$ cat config.mk
export PLATFORM = sky130hd
export DESIGN_NAME = pci_addr_phase_decoder
export DESIGN_NICKNAME = d
export VERILOG_FILES = /design/src/rtl/pci_pkg.sv /design/src/rtl/pci_cmd_filter.sv /design/src/rtl/pci_addr_phase_decoder.sv
export SDC_FILE = /design/constraint.sdc
export NUM_CORES = 1
export LEC_CHECK = 0
export ABC_CLOCK_PERIOD_IN_PS = 1600
export CAP_MARGIN = 5
export CORE_MARGIN = 2
export CORE_UTILIZATION = 30
export CTS_BUF_LIST = sky130_fd_sc_hd__clkbuf_16
export CTS_CLUSTER_SIZE = 28
export DETAILED_ROUTE_END_ITERATION = 6
export GPL_TIMING_DRIVEN = 0
export PLACE_DENSITY = 0.73
export SLEW_MARGIN = 20
export SYNTH_ARGS = -nofsm -noshare
export SYNTH_HDL_FRONTEND = slang
export SYNTH_SLANG_ARGS = --single-unit
$ cat constraint.sdc
create_clock -name clk -period 1.6 [get_ports clk]
set_clock_uncertainty 0.05 [all_clocks]
set_input_delay 0.32 -clock clk [delete_from_list [all_inputs] [get_ports clk]]
set_output_delay 0.32 -clock clk [all_outputs]
set_load 0.05 [all_outputs]
$ cat src/rtl/pci_pkg.sv
// Shared definitions for the PCI target address path: bus command codes,
// burst mode codes and the address-phase decoder state encoding.
package pci_pkg;

    localparam logic [3:0] CMD_MEM_RD  = 4'b0110;
    localparam logic [3:0] CMD_MEM_WR  = 4'b0111;
    localparam logic [3:0] CMD_RD_MUL  = 4'b1100;
    localparam logic [3:0] CMD_RD_LINE = 4'b1110;
    localparam logic [3:0] CMD_MWI     = 4'b1111;

    localparam logic [1:0] MODE_LINEAR = 2'b00;
    localparam logic [1:0] MODE_WRAP   = 2'b10;

    typedef enum logic [2:0] {
        ST_IDLE,
        ST_DECODE,
        ST_ACTIVE,
        ST_MISS,
        ST_TURN
    } state_t;

endpackage

$ cat src/rtl/pci_cmd_filter.sv
// Combinational bus-command filter: flags the memory commands this target
// accepts. Shared with the address generator.
module pci_cmd_filter
    import pci_pkg::*;
(
    input  logic [3:0] cmd,
    output logic       supported
);

    // Membership test against the accepted memory command set.
    always_comb begin
        supported = 1'b0;
        case (cmd)
            CMD_MEM_RD, CMD_MEM_WR, CMD_RD_MUL, CMD_RD_LINE, CMD_MWI:
                supported = 1'b1;
            default: supported = 1'b0;
        endcase
    end

endmodule

$ cat src/rtl/pci_addr_phase_decoder.sv
// PCI target address-phase decoder: detects the FRAME# falling edge, latches
// the command and address, decides hit/claim and hands the burst start to the
// address generator with a one-cycle en pulse.
// Optional macro PCI_CFG_BAR_EN adds a run-time loadable base register.
module pci_addr_phase_decoder
    import pci_pkg::*;
#(
    parameter int unsigned          AD_W      = 32,
    parameter int unsigned          LA_W      = 4,
    parameter logic [AD_W-1:0]      BASE_ADDR = 32'h0000_1000
) (
    input  logic            clk,
    input  logic            rst,
    input  logic            frame_n,
    input  logic            irdy_n,
    input  logic [AD_W-1:0] ad,
    input  logic [3:0]      cbe_n,
    input  logic            done,
    output logic [3:0]      cmd,
    output logic [LA_W-1:0] local_address,
    output logic [1:0]      mode,
    output logic            en,
    output logic            devsel_n,
    output logic            cmd_err,
    output logic            busy
`ifdef PCI_CFG_BAR_EN
    ,
    input  logic            cfg_we,
    input  logic [AD_W-1:0] cfg_base
`endif
);

    localparam int unsigned HI_W = AD_W - LA_W - 2;

    state_t          state, next_state;
    logic            frame_q;
    logic            hit_q;
    logic            supported;
    logic            addr_phase;
    logic            bus_idle;
    logic            hit_now;
    logic            latch;
    logic            next_en;
    logic            next_devsel_n;
    logic            next_cmd_err;
    logic [HI_W-1:0] base_hi;

`ifdef PCI_CFG_BAR_EN
    // Base register; a write during DECODE lands after the hit was already
    // captured at the address phase, so it only affects later transactions.
    always_ff @(posedge clk) begin
        if (rst) begin
            base_hi <= BASE_ADDR[AD_W-1:LA_W+2];
        end else if (cfg_we) begin
            base_hi <= cfg_base[AD_W-1:LA_W+2];
        end
    end
`else
    // Fixed base taken from the parameter.
    always_comb begin
        base_hi = BASE_ADDR[AD_W-1:LA_W+2];
    end
`endif

    // Address-phase and bus-idle detection plus the raw hit compare.
    always_comb begin
        addr_phase = frame_q && !frame_n;
        bus_idle   = frame_n && irdy_n;
        hit_now    = (ad[AD_W-1:LA_W+2] == base_hi);
        busy       = (state != ST_IDLE);
    end

    pci_cmd_filter u_cmd_filter (
        .cmd       (cmd),
        .supported (supported)
    );

    // State, registered outputs and address-phase latches.
    always_ff @(posedge clk) begin
        if (rst) begin
            state         <= ST_IDLE;
            frame_q       <= 1'b1;
            en            <= 1'b0;
            devsel_n      <= 1'b1;
            cmd_err       <= 1'b0;
            cmd           <= '0;
            local_address <= '0;
            mode          <= '0;
            hit_q         <= 1'b0;
        end else begin
            state    <= next_state;
            frame_q  <= frame_n;
            en       <= next_en;
            devsel_n <= next_devsel_n;
            cmd_err  <= next_cmd_err;
            if (latch) begin
                cmd           <= cbe_n;
                local_address <= ad[LA_W+1:2];
                mode          <= ad[1:0];
                hit_q         <= hit_now;
            end
        end
    end

    // Next-state and next-output decode; outputs idle unless a state drives them.
    always_comb begin
        next_state    = state;
        next_en       = 1'b0;
        next_devsel_n = 1'b1;
        next_cmd_err  = 1'b0;
        latch         = 1'b0;
        case (state)
            ST_IDLE: begin
                if (addr_phase) begin
                    latch      = 1'b1;
                    next_state = ST_DECODE;
                end
            end
            ST_DECODE: begin
                if (hit_q && supported) begin
                    next_en       = 1'b1;
                    next_devsel_n = 1'b0;
                    next_state    = ST_ACTIVE;
                end else if (hit_q) begin
                    next_cmd_err = 1'b1;
                    next_state   = ST_MISS;
                end else begin
                    next_state = ST_MISS;
                end
            end
            ST_ACTIVE: begin
                if (done || bus_idle) begin
                    next_state = ST_TURN;
                end else begin
                    next_devsel_n = 1'b0;
                end
            end
            ST_MISS: begin
                if (bus_idle) begin
                    next_state = ST_IDLE;
                end
            end
            ST_TURN: begin
                next_state = ST_IDLE;
            end
            default: next_state = ST_IDLE;
        endcase
    end

endmodule

---- After elaboration in Yosys (flattened, before gate mapping) ----
Index checks and enable logic that the tools add are counted.
operators by class
  reduce and logical (&&, ||, !) cells .... 11
  equality and inequality tests ........... 12
  bitwise gates (word level) .............. 1
  multiplexer cells ....................... 13
operators with widths
  cell                                                                    count
  26-bit by 7-bit equality test with 1-bit output, second input constant  1
  4-bit equality test, second input constant                              3
  3-bit case mux with 4 select lines                                      1
  3-bit 2-to-1 mux                                                        3
  4-bit by 3-bit equality test with 1-bit output, second input constant   2
  1-bit 2-to-1 mux                                                        8
  3-bit by 2-bit equality test with 1-bit output, second input constant   2
  2-bit inequality test, second input constant                            3
  5-bit OR reduction                                                      1
  3-bit by 1-bit equality test with 1-bit output, second input constant   1
  1-bit logical AND                                                       3
  3-bit logical NOT                                                       1
  3-bit AND reduction                                                     1
  3-bit nonzero test                                                      1
  3-bit OR reduction                                                      1
  1-bit case mux with 2 select lines                                      1
  2-bit OR reduction                                                      1
  1-bit logical NOT                                                       1
  1-bit logical OR                                                        1
  1-bit inverter                                                          1
word-level totals
  logic and storage cells ................. 46
  output and inout port bits .............. 14
  register bits after elaboration ......... 18

---- Depth between registers and ports, before layout ----
  depth after elaboration ................. 6
  depth in mapped cells ................... 6

---- By module ----
A second synthesis with hierarchy kept.
second synthesis, totals
  cells, all modules ...................... 92
  area total of the unflattened synthesis .. 824.5 um2
by module, submodules not included
  module                  area an instance (um2)  instances  cells each
  pci_addr_phase_decoder  803.3                   1          90
  pci_cmd_filter          21.3                    1          2

---- Worst setup path after synthesis ----
OpenSTA, ideal clock, no wires.
  path type ............................... reg-to-reg
  start ................................... register state[0]
  end ..................................... register cmd[2]
  library setup time ...................... 0.128 ns
  clock period less this slack ............ 1.835 ns
  stages on the path, launching flop included .. 7
  data required time ...................... 1.422 ns
  path slack .............................. -0.235 ns
  arrival ................................. 1.657 ns
  cells stage by stage .................... dfxtp_1 -> or3_4 -> or3b_1 -> buf_6 -> buf_12 -> mux2i_1 -> nor2_1
between the ends
  cells in the longest elaborated chain, start to end .. 2
RTL lines
  element                 line                           source
  start, declared         pci_addr_phase_decoder.sv:35   state_t state, next_state;
  start signal, assigned  pci_addr_phase_decoder.sv:91   state <= next_state;
  3-bit logical NOT       pci_addr_phase_decoder.sv:112  case (state)
  1-bit 2-to-1 mux        pci_addr_phase_decoder.sv:112
  end signal, assigned    pci_addr_phase_decoder.sv:97   cmd <= cbe_n;
  end, declared           pci_addr_phase_decoder.sv:19   output logic [3:0] cmd,
Every way passes these cells.
A chain may end at the register's enable or synchronous reset.

---- Worst setup path after layout ----
  start ................................... register state[1]
  end ..................................... register mode[0]
between the ends
  cells in the longest elaborated chain, start to end .. 2
RTL lines
  element               line                           source
  3-bit logical NOT     pci_addr_phase_decoder.sv:112
  1-bit 2-to-1 mux      pci_addr_phase_decoder.sv:112
  end signal, assigned  pci_addr_phase_decoder.sv:99   mode <= ad[1:0];
  end, declared         pci_addr_phase_decoder.sv:21   output logic [1:0] mode,
Every way passes these cells.

==> key figures <==
STA
  – Fin Hold WS: 0.436 ns
  – Final period util: 1.04
  – Max Transition Viols Final: 0
  – Post-layout min period: 1.66 ns
  – RSZ-0062 raised after global routing: yes
  – Min setup slack post-route: -0.0574 ns
  – Count of final setup violators: 10
  – Fin. Hold Viols: 0
  – Setup TNS: -0.365 ns
  – Least-Margin Pin Slew: 0.502 ns
  – Slew Limit Headroom: 0.667
  – Peak Freq: 0.603 GHz

CTS
  – Num CTS Buffers: 3
  – CTS Sinks: 18
  – Clock Tree Buf Depth: 2
  – CTS tree: built
  – Root buffer cell: clkbuf_16
  – Clk slew on worst S/H paths: 0.05 ns
  – CTS H-tree depth: 1
  – Worst skew pair latency: 0.25 ns

Synthesis
  – Mapped Cells: 75
  – Most numerous cell in the Yosys netlist: dfxtp_1
  – Most used DFF post-synth: dfxtp_1
  – Post-synthesis async set-or-reset flop share: 0
  – Synth unique cells: 27
  – Top cell type's share of synthesized area: 0.475
  – Synthesized area: 758 um2
  – Post-synth EDFFs: 0
  – Synth Register Bits: 18
  – Synth Net Count: 116
  – Sequential area share after synthesis: 0.475
  – Yosys top cell by area: dfxtp_1
  – Warnings from Yosys: 0
  – Syn avg cell area: 10.1 um2
  – Main area contributors after synthesis: dfxtp_1 (48%), mux2i_1 (13%), nor2_1 (5.9%), nor4_1 (4.1%), buf_12 (2.6%)
  – Commonest cells in the netlist: dfxtp_1 (18), nor2_1 (12), mux2i_1 (10), nor4_1 (5)

Place
  – DP HPWL: 1610 um
  – GPL Wtd Cong: 0.815
  – IO buf count: 54

Run
  – Maxcap violations: 0

Setup path
  – Req. time, crit path: 1.67 ns
  – R2R Path Start: state[1]
  – CP Max Fanout: 10
  – RR Endpoint: mode[0]
  – Worst Reg-to-Reg Cells: 5
  – R2R Setup Slk: -0.06 ns
  – CP peak stage delay: 0.41 ns
  – Crit end category: flop
  – WP data arrival: 1.73 ns
  – Worst-path cell chain: or3_4 -> or3b_4 -> buf_12 -> mux2i_1 -> nor2_1
  – Critical Path Source Type: flop
  – Critical path type: flop to flop
  – Critical path's slowest cell: or3b_4

Global route
  – Pin count of the biggest net entering global routing: 11
  – Vias in the first global route: 758
  – First-pass GRT wire length: 3010 um
  – Initial antenna violation count: 0
  – Overflow after GRT: 0
  – Met3 Usage GRT: 0.0301
  – GRT busiest layer: met2
  – GR met1 Demand/Resource: 0.130
  – Overall Global Routing Usage: 0.142
  – Met2 usage in global routing: 0.291

Layout
  – FILL cells: 210
  – Layout cells sized above 1: 0.132
  – N_diodes: 0
  – Util after Layout: 0.584
  – Syn-to-layout area delta: 87.5%
  – # nets final: 178

Floorplan
  – Die W: 54.3 um
  – Core area: 0.00243 mm2
  – Num rows: 18
  – DIE AREA: 0.00295 mm2
  – Chip height: 54.3 um
  – Initial Utilization: 0.312
  – Top Ports: 55

Power
  – Pleak: 0.635 nW
  – Pwr dens: 924 mW/mm2
  – Max IR drop VDD: 0.649 mV

Detailed routing
  – Vias/cell: 4.83
  – Initial DRC Count: 7
  – Post-route ant nets: 0
  – DRC violations left: 0
  – Initial DRT Pass Iterations: 4
  – Vias: 801
  – DR WL/cell: 11.8 um
  – Final wirelength: 1960 um

Run status
  – Failing checks: setup timing
  – Status: finished with violations

Worst hold path
  – Hold Path Depth: 2
  – Origin of the worst min-delay path: local_address[2]
  – Worst Hold Endpoint: local_address[2]
  – Worst hold-check path type: flop to flop
[flip-flops by register name, summed over array words and instances (netlist names)]
register,cells
cmd_err,1
en,1
hit_q,1
mode,2
devsel_n,1
state,3
frame_q,1
cmd,4
local_address,4
[power breakdown]
group / total [mW] / switching, mW / internal, mW
Clock: 0.488 / 0.157 / 0.332
Sequential: 0.492 / 0.0161 / 0.476
Combinational: 0.334 / 0.159 / 0.175
Total: 1.31 / 0.332 / 0.982
[cell families (layout without fill, tap and decap cells)]
kind of cell	count (synthesis)	after routing	synth area share
AOI/OAI and AO/OA	7	7	0.0660
DFF	18	18	0.475
and+or+nand+nor	36	36	0.276
muxes	10	10	0.132
buffers and inverters	4	65	0.0511
[layer usage]
layer	wire length (um)	vias up	share of wire
li1	-	395	-
met1	677	359	0.35
met2	1090	43	0.55
met3	162	4	0.083
met4	30	0	0.015
met5	0	-	0
[worst max-delay path: cells and delay by family, from the launching register on]
kind / cells / cell delay (ns)
and+or+nand+nor: 3 / 0.83
DFF: 1 / 0.33
muxes: 1 / 0.15
buffers and inverters: 1 / 0.16
[how the worst max path moves through the flow]
stage / startpoint / end / depth (start not counted)
2_1_floorplan: state[1] / cmd[2] / 6
3_3_place_gp: frame_n / cmd[0] / 6
3_5_place_dp: frame_n / mode[0] / 6
4_1_cts: state[1] / mode[0] / 6
5_1_grt: state[1] / mode[0] / 5
6_report: state[1] / mode[0] / 5
[metrics by stage]
step                std cells  worst slack (ns)  total power [mW]  cell area, um2
floorplan                  75            -0.193             0.682             759
global placement          159            -0.272             0.838            1340
detailed placement        159            -0.299             0.847            1340
CTS                       167            -0.148              1.33            1430
global route              166            -0.125              1.37            1420
finish                    166           -0.0574              1.31            1420
[layout make-up]
class / instances / area, um2 / area share
plain buffers: 2 / 23.8 / 0.0167
clock buffers: 3 / 75.1 / 0.0528
clock inverters: 1 / 3.75 / 0.00264
multi-input cells: 53 / 362 / 0.254
well taps: 30 / 37.5 / 0.0264
repair buffers: 58 / 549 / 0.386
inverters: 1 / 3.75 / 0.00264
flip-flops and latches: 18 / 367 / 0.258
[placed cells by master, fill, tap and decap left out, drive strengths merged]
cell,Yosys,routed
clkdlybuf4s50,0,40
dfxtp,18,18
dlygate4sd2,0,13
nor2,12,12
mux2i,10,10
nor4,5,5
buf,2,5
clkbuf,1,5
nor2b,2,2
o211ai,2,2
nor3,2,2
a21oi,2,2
nand3b,2,2
nand2,2,2
nand3,2,2
or3,1,1
or2b,1,1
o21ai,1,1
and3,1,1
and4bb,1,1
or2,1,1
nor4b,1,1
nand4,1,1
or3b,1,1
o31ai,1,1
inv,1,1
or4b,1,1
a21boi,1,1
clkinv,0,1
[timing repair]
action	in CTS	in global routing
setup endpoints to repair	24	12
resized for setup	16	4
buffers inserted	4	0
pin swaps	1	1
hold buffers	0	0
Note: power is estimated with default switching activity, not from simulation.
